$ cat config.mk
export PLATFORM = sky130hd
export DESIGN_NAME = ex_mem_stage
export DESIGN_NICKNAME = d
export VERILOG_FILES = /design/src/rtl/ex_mem_stage.sv
export SDC_FILE = /design/constraint.sdc
export NUM_CORES = 1
export LEC_CHECK = 0
export BUFFER_PORTS_ARGS = -buffer_cell sky130_fd_sc_hd__buf_2
export CAP_MARGIN = 20
export CORE_UTILIZATION = 40
export CTS_BUF_LIST = sky130_fd_sc_hd__clkbuf_4 sky130_fd_sc_hd__clkbuf_8
export DETAILED_ROUTE_END_ITERATION = 12
export PLACE_DENSITY = 0.73
export SYNTH_ARGS = -nofsm -noshare
export SYNTH_HDL_FRONTEND = slang
export SYNTH_SLANG_ARGS = --single-unit
$ cat constraint.sdc
create_clock -name clk -period 1.6 [get_ports clk]
set_input_delay 0.16 -clock clk [delete_from_list [all_inputs] [get_ports clk]]
set_output_delay 0.16 -clock clk [all_outputs]
set_load 0.05 [all_outputs]
$ cat src/rtl/ex_mem_stage.sv
// EX->MEM pipeline register: holds ALU result, store data, rd and mem/wb control; latency 1 cycle.
// Backpressure: with EX_MEM_SKID_EN a main+skid pair gives a registered in_ready; without it one slot, in_ready = !out_valid || out_ready.
module ex_mem_stage #(
   parameter int DATA_WIDTH     = 32,
   parameter int REG_ADDR_WIDTH = 5
) (
   input  logic                      clk,
   input  logic                      rst_n,
   input  logic                      flush,
   input  logic                      in_valid,
   output logic                      in_ready,
   input  logic [DATA_WIDTH-1:0]     in_alu_result,
   input  logic [DATA_WIDTH-1:0]     in_store_data,
   input  logic [DATA_WIDTH-1:0]     in_pc_plus4,
   input  logic [REG_ADDR_WIDTH-1:0] in_rd,
   input  logic                      in_reg_write,
   input  logic                      in_mem_read,
   input  logic                      in_mem_write,
   input  logic [1:0]                in_mem_to_reg,
   input  logic [2:0]                in_funct3,
   output logic                      out_valid,
   input  logic                      out_ready,
   output logic [DATA_WIDTH-1:0]     out_alu_result,
   output logic [DATA_WIDTH-1:0]     out_store_data,
   output logic [DATA_WIDTH-1:0]     out_pc_plus4,
   output logic [REG_ADDR_WIDTH-1:0] out_rd,
   output logic                      out_reg_write,
   output logic                      out_mem_read,
   output logic                      out_mem_write,
   output logic [1:0]                out_mem_to_reg,
   output logic [2:0]                out_funct3
);

   typedef struct packed {
      logic [DATA_WIDTH-1:0]     alu_result;
      logic [DATA_WIDTH-1:0]     store_data;
      logic [DATA_WIDTH-1:0]     pc_plus4;
      logic [REG_ADDR_WIDTH-1:0] rd;
      logic                      reg_write;
      logic                      mem_read;
      logic                      mem_write;
      logic [1:0]                mem_to_reg;
      logic [2:0]                funct3;
   } entry_t;

   typedef enum logic [1:0] {EMPTY, ONE, TWO} state_t;

   state_t state, state_nxt;
   entry_t main_q, in_entry;
   logic   in_fire, out_fire, load_main;

   // x0 is hardwired to zero, so a write to it is dropped at capture
   always_comb begin
      in_entry.alu_result = in_alu_result;
      in_entry.store_data = in_store_data;
      in_entry.pc_plus4   = in_pc_plus4;
      in_entry.rd         = in_rd;
      in_entry.reg_write  = in_reg_write && (in_rd != '0);
      in_entry.mem_read   = in_mem_read;
      in_entry.mem_write  = in_mem_write;
      in_entry.mem_to_reg = in_mem_to_reg;
      in_entry.funct3     = in_funct3;
   end

   assign out_valid = (state != EMPTY);
   assign in_fire   = in_valid && in_ready;
   assign out_fire  = out_valid && out_ready;

`ifdef EX_MEM_SKID_EN
   entry_t skid_q;
   logic   load_skid, skid_to_main;

   always_comb begin
      state_nxt    = state;
      load_main    = 1'b0;
      load_skid    = 1'b0;
      skid_to_main = 1'b0;
      if (flush) begin
         state_nxt = EMPTY;
      end else begin
         case (state)
            EMPTY: if (in_fire) begin
               state_nxt = ONE;
               load_main = 1'b1;
            end
            ONE: begin
               if (in_fire && out_fire) begin
                  load_main = 1'b1;
               end else if (in_fire) begin
                  state_nxt = TWO;
                  load_skid = 1'b1;
               end else if (out_fire) begin
                  state_nxt = EMPTY;
               end
            end
            TWO: if (out_fire) begin
               state_nxt    = ONE;
               skid_to_main = 1'b1;
            end
            default: state_nxt = EMPTY;
         endcase
      end
   end

   // in_ready is computed from the next state so it never depends on out_ready combinationally
   always_ff @(posedge clk or negedge rst_n) begin
      if (!rst_n) begin
         state    <= EMPTY;
         main_q   <= '0;
         skid_q   <= '0;
         in_ready <= 1'b1;
      end else begin
         state    <= state_nxt;
         in_ready <= (state_nxt != TWO);
         if (load_main)
            main_q <= in_entry;
         else if (skid_to_main)
            main_q <= skid_q;
         if (load_skid)
            skid_q <= in_entry;
      end
   end
`else
   assign in_ready = (state == EMPTY) || out_ready;

   always_comb begin
      state_nxt = state;
      load_main = 1'b0;
      if (flush) begin
         state_nxt = EMPTY;
      end else begin
         case (state)
            EMPTY: if (in_fire) begin
               state_nxt = ONE;
               load_main = 1'b1;
            end
            ONE: begin
               if (in_fire)
                  load_main = 1'b1;
               else if (out_fire)
                  state_nxt = EMPTY;
            end
            default: state_nxt = EMPTY;
         endcase
      end
   end

   always_ff @(posedge clk or negedge rst_n) begin
      if (!rst_n) begin
         state  <= EMPTY;
         main_q <= '0;
      end else begin
         state <= state_nxt;
         if (load_main)
            main_q <= in_entry;
      end
   end
`endif

   assign out_alu_result = main_q.alu_result;
   assign out_store_data = main_q.store_data;
   assign out_pc_plus4   = main_q.pc_plus4;
   assign out_rd         = main_q.rd;
   assign out_reg_write  = main_q.reg_write;
   assign out_mem_read   = main_q.mem_read;
   assign out_mem_write  = main_q.mem_write;
   assign out_mem_to_reg = main_q.mem_to_reg;
   assign out_funct3     = main_q.funct3;

endmodule
# [After elaboration in Yosys (flattened, before gate mapping)]
# Cells that the tools add are included.
[totals] register_bits=111 out_inout_bits=111
[op_classes] eq_ne=4 mux=8 reduce_logical=9
[ops] cell="3-bit inequality test, second input constant" count=3
[ops] cell="2-bit two-way mux" count=4
[ops] cell="5-bit nonzero test" count=1
[ops] cell="2-bit one-hot mux with 2 select lines" count=1
[ops] cell="1-bit logical AND" count=3
[ops] cell="1-bit two-way mux" count=3
[ops] cell="3-bit AND reduction" count=1
[ops] cell="2-bit by 1-bit == test with 1-bit output, second input constant" count=1
[ops] cell="2-bit logical NOT" count=1
[ops] cell="2-bit nonzero test" count=1
[ops] cell="2-bit OR reduction" count=1
[ops] cell="1-bit logical OR" count=1

# [Depth between registers and ports, before layout]
[depth] word_depth=6 ltp_mapped=6 ltp_nobuf=3

# [Worst setup path after synthesis]
# No wires, ideal clock.
[synth_path] path_kind="reg2reg" from="register state[0]" to="register main_q, in the netlist out_alu_result[10]" setup_time_ns=0.125 arrival_time_ns=1.623 required_ns=1.475 slack_ns=-0.148 path_stages_with_launch=7 path_buffers=3 synth_period_minus_slack_ns=1.748 cell_sequence="dfrtp_1 -> nor2b_4 -> nor3b_2 -> buf_6 -> buf_8 -> buf_12 -> mux2_4"
[synth_between] elab_chain_len=6
[synth_lines] item="from (decl)" line="48" text="state_t state, state_nxt;"
[synth_lines] item="from (signal assigned)" line="153" text="state <= state_nxt;"
[synth_lines] item="2-bit logical NOT" line="124, 132"
[synth_lines] item="1-bit logical OR" line="124" text="assign in_ready = (state == EMPTY) || out_ready;"
[synth_lines] item="1-bit logical AND" line="66" text="assign in_fire = in_valid && in_ready;"
[synth_lines] item="1-bit two-way mux" line="133, 138"
[synth_lines] item="1-bit two-way mux *"
[synth_lines] item="1-bit two-way mux *" line="129" text="if (flush) begin"
[synth_lines] item="to (signal assigned)" line="155" text="main_q <= in_entry;"
[synth_lines] item="to (decl)" line="49" text="entry_t main_q, in_entry;"
# Every way passes the cells marked *; elsewhere a longest branch is shown, timed or not.
# A chain may end at the register's enable or synchronous reset.

# [Worst setup path after layout]
[layout_path] from="input flush" to="register main_q, in the netlist out_store_data[14]"
[layout_between] elab_chain_len=1
[layout_lines] item="from (decl)" line="9" text="input logic flush,"
[layout_lines] item="1-bit two-way mux" line="129"
# No other way between the ends.

==> results by stage <==
Synthesis:
- The number of flops mapped to enable cells by yosys is 0.
- The share of async-settable or async-resettable flops after synthesis is 1.00.
- The instance count of the mapped netlist is ~240.
- The number of nets in the synthesized netlist is 353.
- The number of synthesized register bits is 110.
- By area the synthesized netlist is led by dfrtp_1, mux2_2, mux2_4.
- The most common cell in the synthesized netlist is dfrtp_1.
- For this run, the leading register cell type out of synthesis is dfrtp_1.
- The share of synthesized area in the top cell type comes to 0.658.
- A synthesized cell averages 17.5 um^2.
- The share of the Yosys chip area taken by registers is 0.658.
- The distinct cell type count of the synthesized netlist is 14.
- The number of warnings reported in the yosys synthesis log is 0.
- The netlist area before placement is 4180 um^2.
- By count the netlist is led by dfrtp_1, mux2_2, buf_4, mux2_4.
- The cell accounting for the most synthesized area is dfrtp_1.

Global route:
- The initial antenna violation count was 0.
- The via count of the first global-routing pass was 2,992.
- The final global-route overflow total is 0.
- Across every metal layer, demand over resource in global routing totals 0.170.
- Entering global routing, the biggest net connects 65 pins.
- The global-route wire length before repair is 14.5 mm.

Floorplanning:
- The starting density of the core is 0.420.
- The area of the die is between 10,000 and 15,000 um^2.
- The number of top-level pins is between 200 and 250.
- The floorplan has 36 rows.
- In this run the vertical extent of the chip is 104 um.
- The core region is 9950 um^2.
- The die extent in x is 104 um.

Critical path:
- Along the worst path, the maximum fanout reaches 14.
- The minimum setup slack among reg-to-reg paths is about 0.018 ns.
- The largest stage delay on the critical path is 0.55 ns.
- The worst setup path is launched from an input port.
- The critical path in this run is classified as input port to flip-flop.
- The number of cell instances on the worst register-to-register path is 5.
- Traced cell by cell, the critical path runs through dlygate4sd3_1 -> buf_2 -> nor3b_4 -> buf_6 -> buf_12 -> mux2_2.
- The largest individual stage delay along the critical path comes from the cell dlygate4sd3_1.
- The worst register-to-register path begins at state[0].
- The total number of cells along the worst setup path is 6.
- The family with the most delay on the worst path is buffers and inverters.
- Together, buffers and inverters on the worst path number 4.
- Data on the critical path is required at its endpoint by about 1.8 ns.
- The endpoint kind of the worst setup timing path is a flip-flop.
- Following the worst setup path forward leads to its endpoint at out_store_data[14].
- In this run the critical register-to-register path is captured at out_store_data[14].
- The worst path arrival time is 1.82 ns.
- The startpoint of the most critical setup path is flush.

Detailed routing:
- The detailed router's first-iteration violation count is 105.
- The total via count after detailed routing is 2,898.
- The detailed-route wire length per cell is 15.7 um.
- After detailed routing, the number of remaining DRC violations is 0.
- The count of TritonRoute iterations in the first routing pass is 4.
- In the routed layout, each cell is associated on average with a via count of ~4.7.
- The count of nets left with antenna violations after detail routing is 0.
- After detailed routing, the total wire length is roughly 9.7 mm.

Placement:
- The number of buffers inserted by port buffering is approximately 220.
- Summed over all nets, the half-perimeter wirelength after detailed placement is 6.93 mm.
- At the end of routability-driven placement, the weighted congestion stood at 0.725.
- The number of instances in the placed design is 598.
- The cell area after placement is 5560 um^2.

Clocking:
- The H-tree was split into 3 levels.
- The number of clock sinks is 110.
- TritonCTS built the clock tree.
- The worst-skew pair later-pin latency is 0.36 ns.
- The buffer cell driving the clock tree root is clkbuf_8.
- Clock tree synthesis inserted a total of 9 buffers.
- The clock transition at the registers of the reported paths is 0.10 ns.
- The largest buffer count on any clock path is 2.

STA:
- Setup violations remaining at the end of the flow were counted as 0.
- At the pin with the least slew margin, the transition time is 0.334 ns.
- The number of max-slew violations in the final report is 0.
- In the finished design, the share of the clock period the worst path needs comes to 0.989.
- The post-layout minimum cycle time is 1.58 ns.
- The relative slew slack is 0.777.
- The final worst clock skew is 0.00967 ns.
- Setup repair after global routing could not meet its margin everywhere.
- The final hold violation count is 0.
- The final sum of negative setup slack is 0 ns.
- Derived from the worst setup path, the maximum achievable clock frequency is 632 MHz.

Cells and area:
- The net total in the final layout is 596.
- The antenna diode instance count is 0.
- Summing all non-filler instances in the final layout gives an area of 6060 um^2.
- The non-filler instance count after layout is approximately 620.
- The layout-stage area growth over the synthesis result is 45.0%.
- The final design utilization is 0.609.
- The fraction of layout cells with a size suffix above 1 is 0.755.

Outcome:
- The flow ran to the end, and the final reports show no timing, DRC or antenna violations.

Pwr:
- The power per cell area is 1410 nW/um^2.
- In this run the static leakage power is between 3 and 4 nW.
- The worst-case IR drop observed on VDD is 0.685 mV.

Min path:
- In this run the worst hold path is classified as input port to flip-flop.

Job:
- The tool flagged a number of max-cap violations equal to 0.
## placed cells by master (no fill, tap or decap), drive strengths merged
master       instances
buf                238
dfrtp              110
mux2               108
clkbuf              14
dlygate4sd3          3
inv                  2
nor2                 2
bufinv               2
clkinv               2
nor2b                1
nor3b                1
or4                  1
o21ai                1
mux2i                1
## cell type report
class	count	area, um^2
Inverter	2	7.51
Timing Repair Buffer	244	1430
Tap cell	133	166
Clock buffer	11	151
Multi-Input combinational cell	115	1480
Fill cell	807	3890
Sequential cell	110	2750
Clock inverter	4	70.1
## routing by layer
| layer | global-route usage | vias up | wire length, um |
|---|---|---|---|
| li1 | - | 1314 | - |
| met4 | 0.0612 | 0 | 151 |
| met3 | 0.0576 | 15 | 655 |
| met1 | 0.203 | 1441 | 3990 |
| met5 | 0 | - | 0 |
| met2 | 0.285 | 128 | 4950 |
## worst reg2reg max path, delay by kind of cell (launching register included)
kind | cells | cell delay, ns
buffers and inverters | 2 | 0.38
flip-flops | 1 | 0.41
multiplexers | 1 | 0.35
AND/OR/NAND/NOR | 2 | 0.35
## where the power goes
part	internal, mW	switching, mW	leakage [nW]
Clock	0.955	0.863	0.115
Sequential	3.25	0.242	1.29
Combinational	1.01	2.24	1.66
## metrics by stage
step	power (mW)	setup slack, ns	hold WS, ns
2_1_floorplan	5.78	-0.0582	-0.136
4_1_cts	8.48	0.0308	0.00469
3_3_place_gp	6.58	0.0715	0.172
6_report	8.56	0.0175	0.0263
3_5_place_dp	6.64	0.0443	0.173
5_1_grt	8.90	-0.0574	0.00209
## worst min path at each step
stage	from	end	slack [ns]	depth (start not counted)
5_1_grt	in_pc_plus4[11]	out_pc_plus4[11]	0.002	2
3_3_place_gp	rst_n	out_alu_result[16]	0.17	2
3_5_place_dp	rst_n	out_alu_result[16]	0.17	2
2_1_floorplan	rst_n	out_alu_result[0]	-0.14	0
4_1_cts	in_store_data[10]	out_store_data[10]	0.005	2
6_report	in_alu_result[10]	out_alu_result[10]	0.03	2
## kinds of logic (layout without fill, tap and decap cells)
kind of cell | after synthesis | count (layout) | synth area share
buffers and inverters | 14 | 261 | 0.0290
muxes | 109 | 109 | 0.301
DFF | 110 | 110 | 0.658
AOI/OAI and AO/OA | 1 | 1 | 0.00120
and+or+nand+nor | 5 | 5 | 0.00988
## repair_timing
item                                   CTS  global route
endpoints found under the hold margin  111             1
buffers inserted                         0             0
hold buffers                             2             1
setup endpoints to repair                0            90
gates resized for setup                  0            47
No activity file was read; power rests on OpenSTA's default activity.
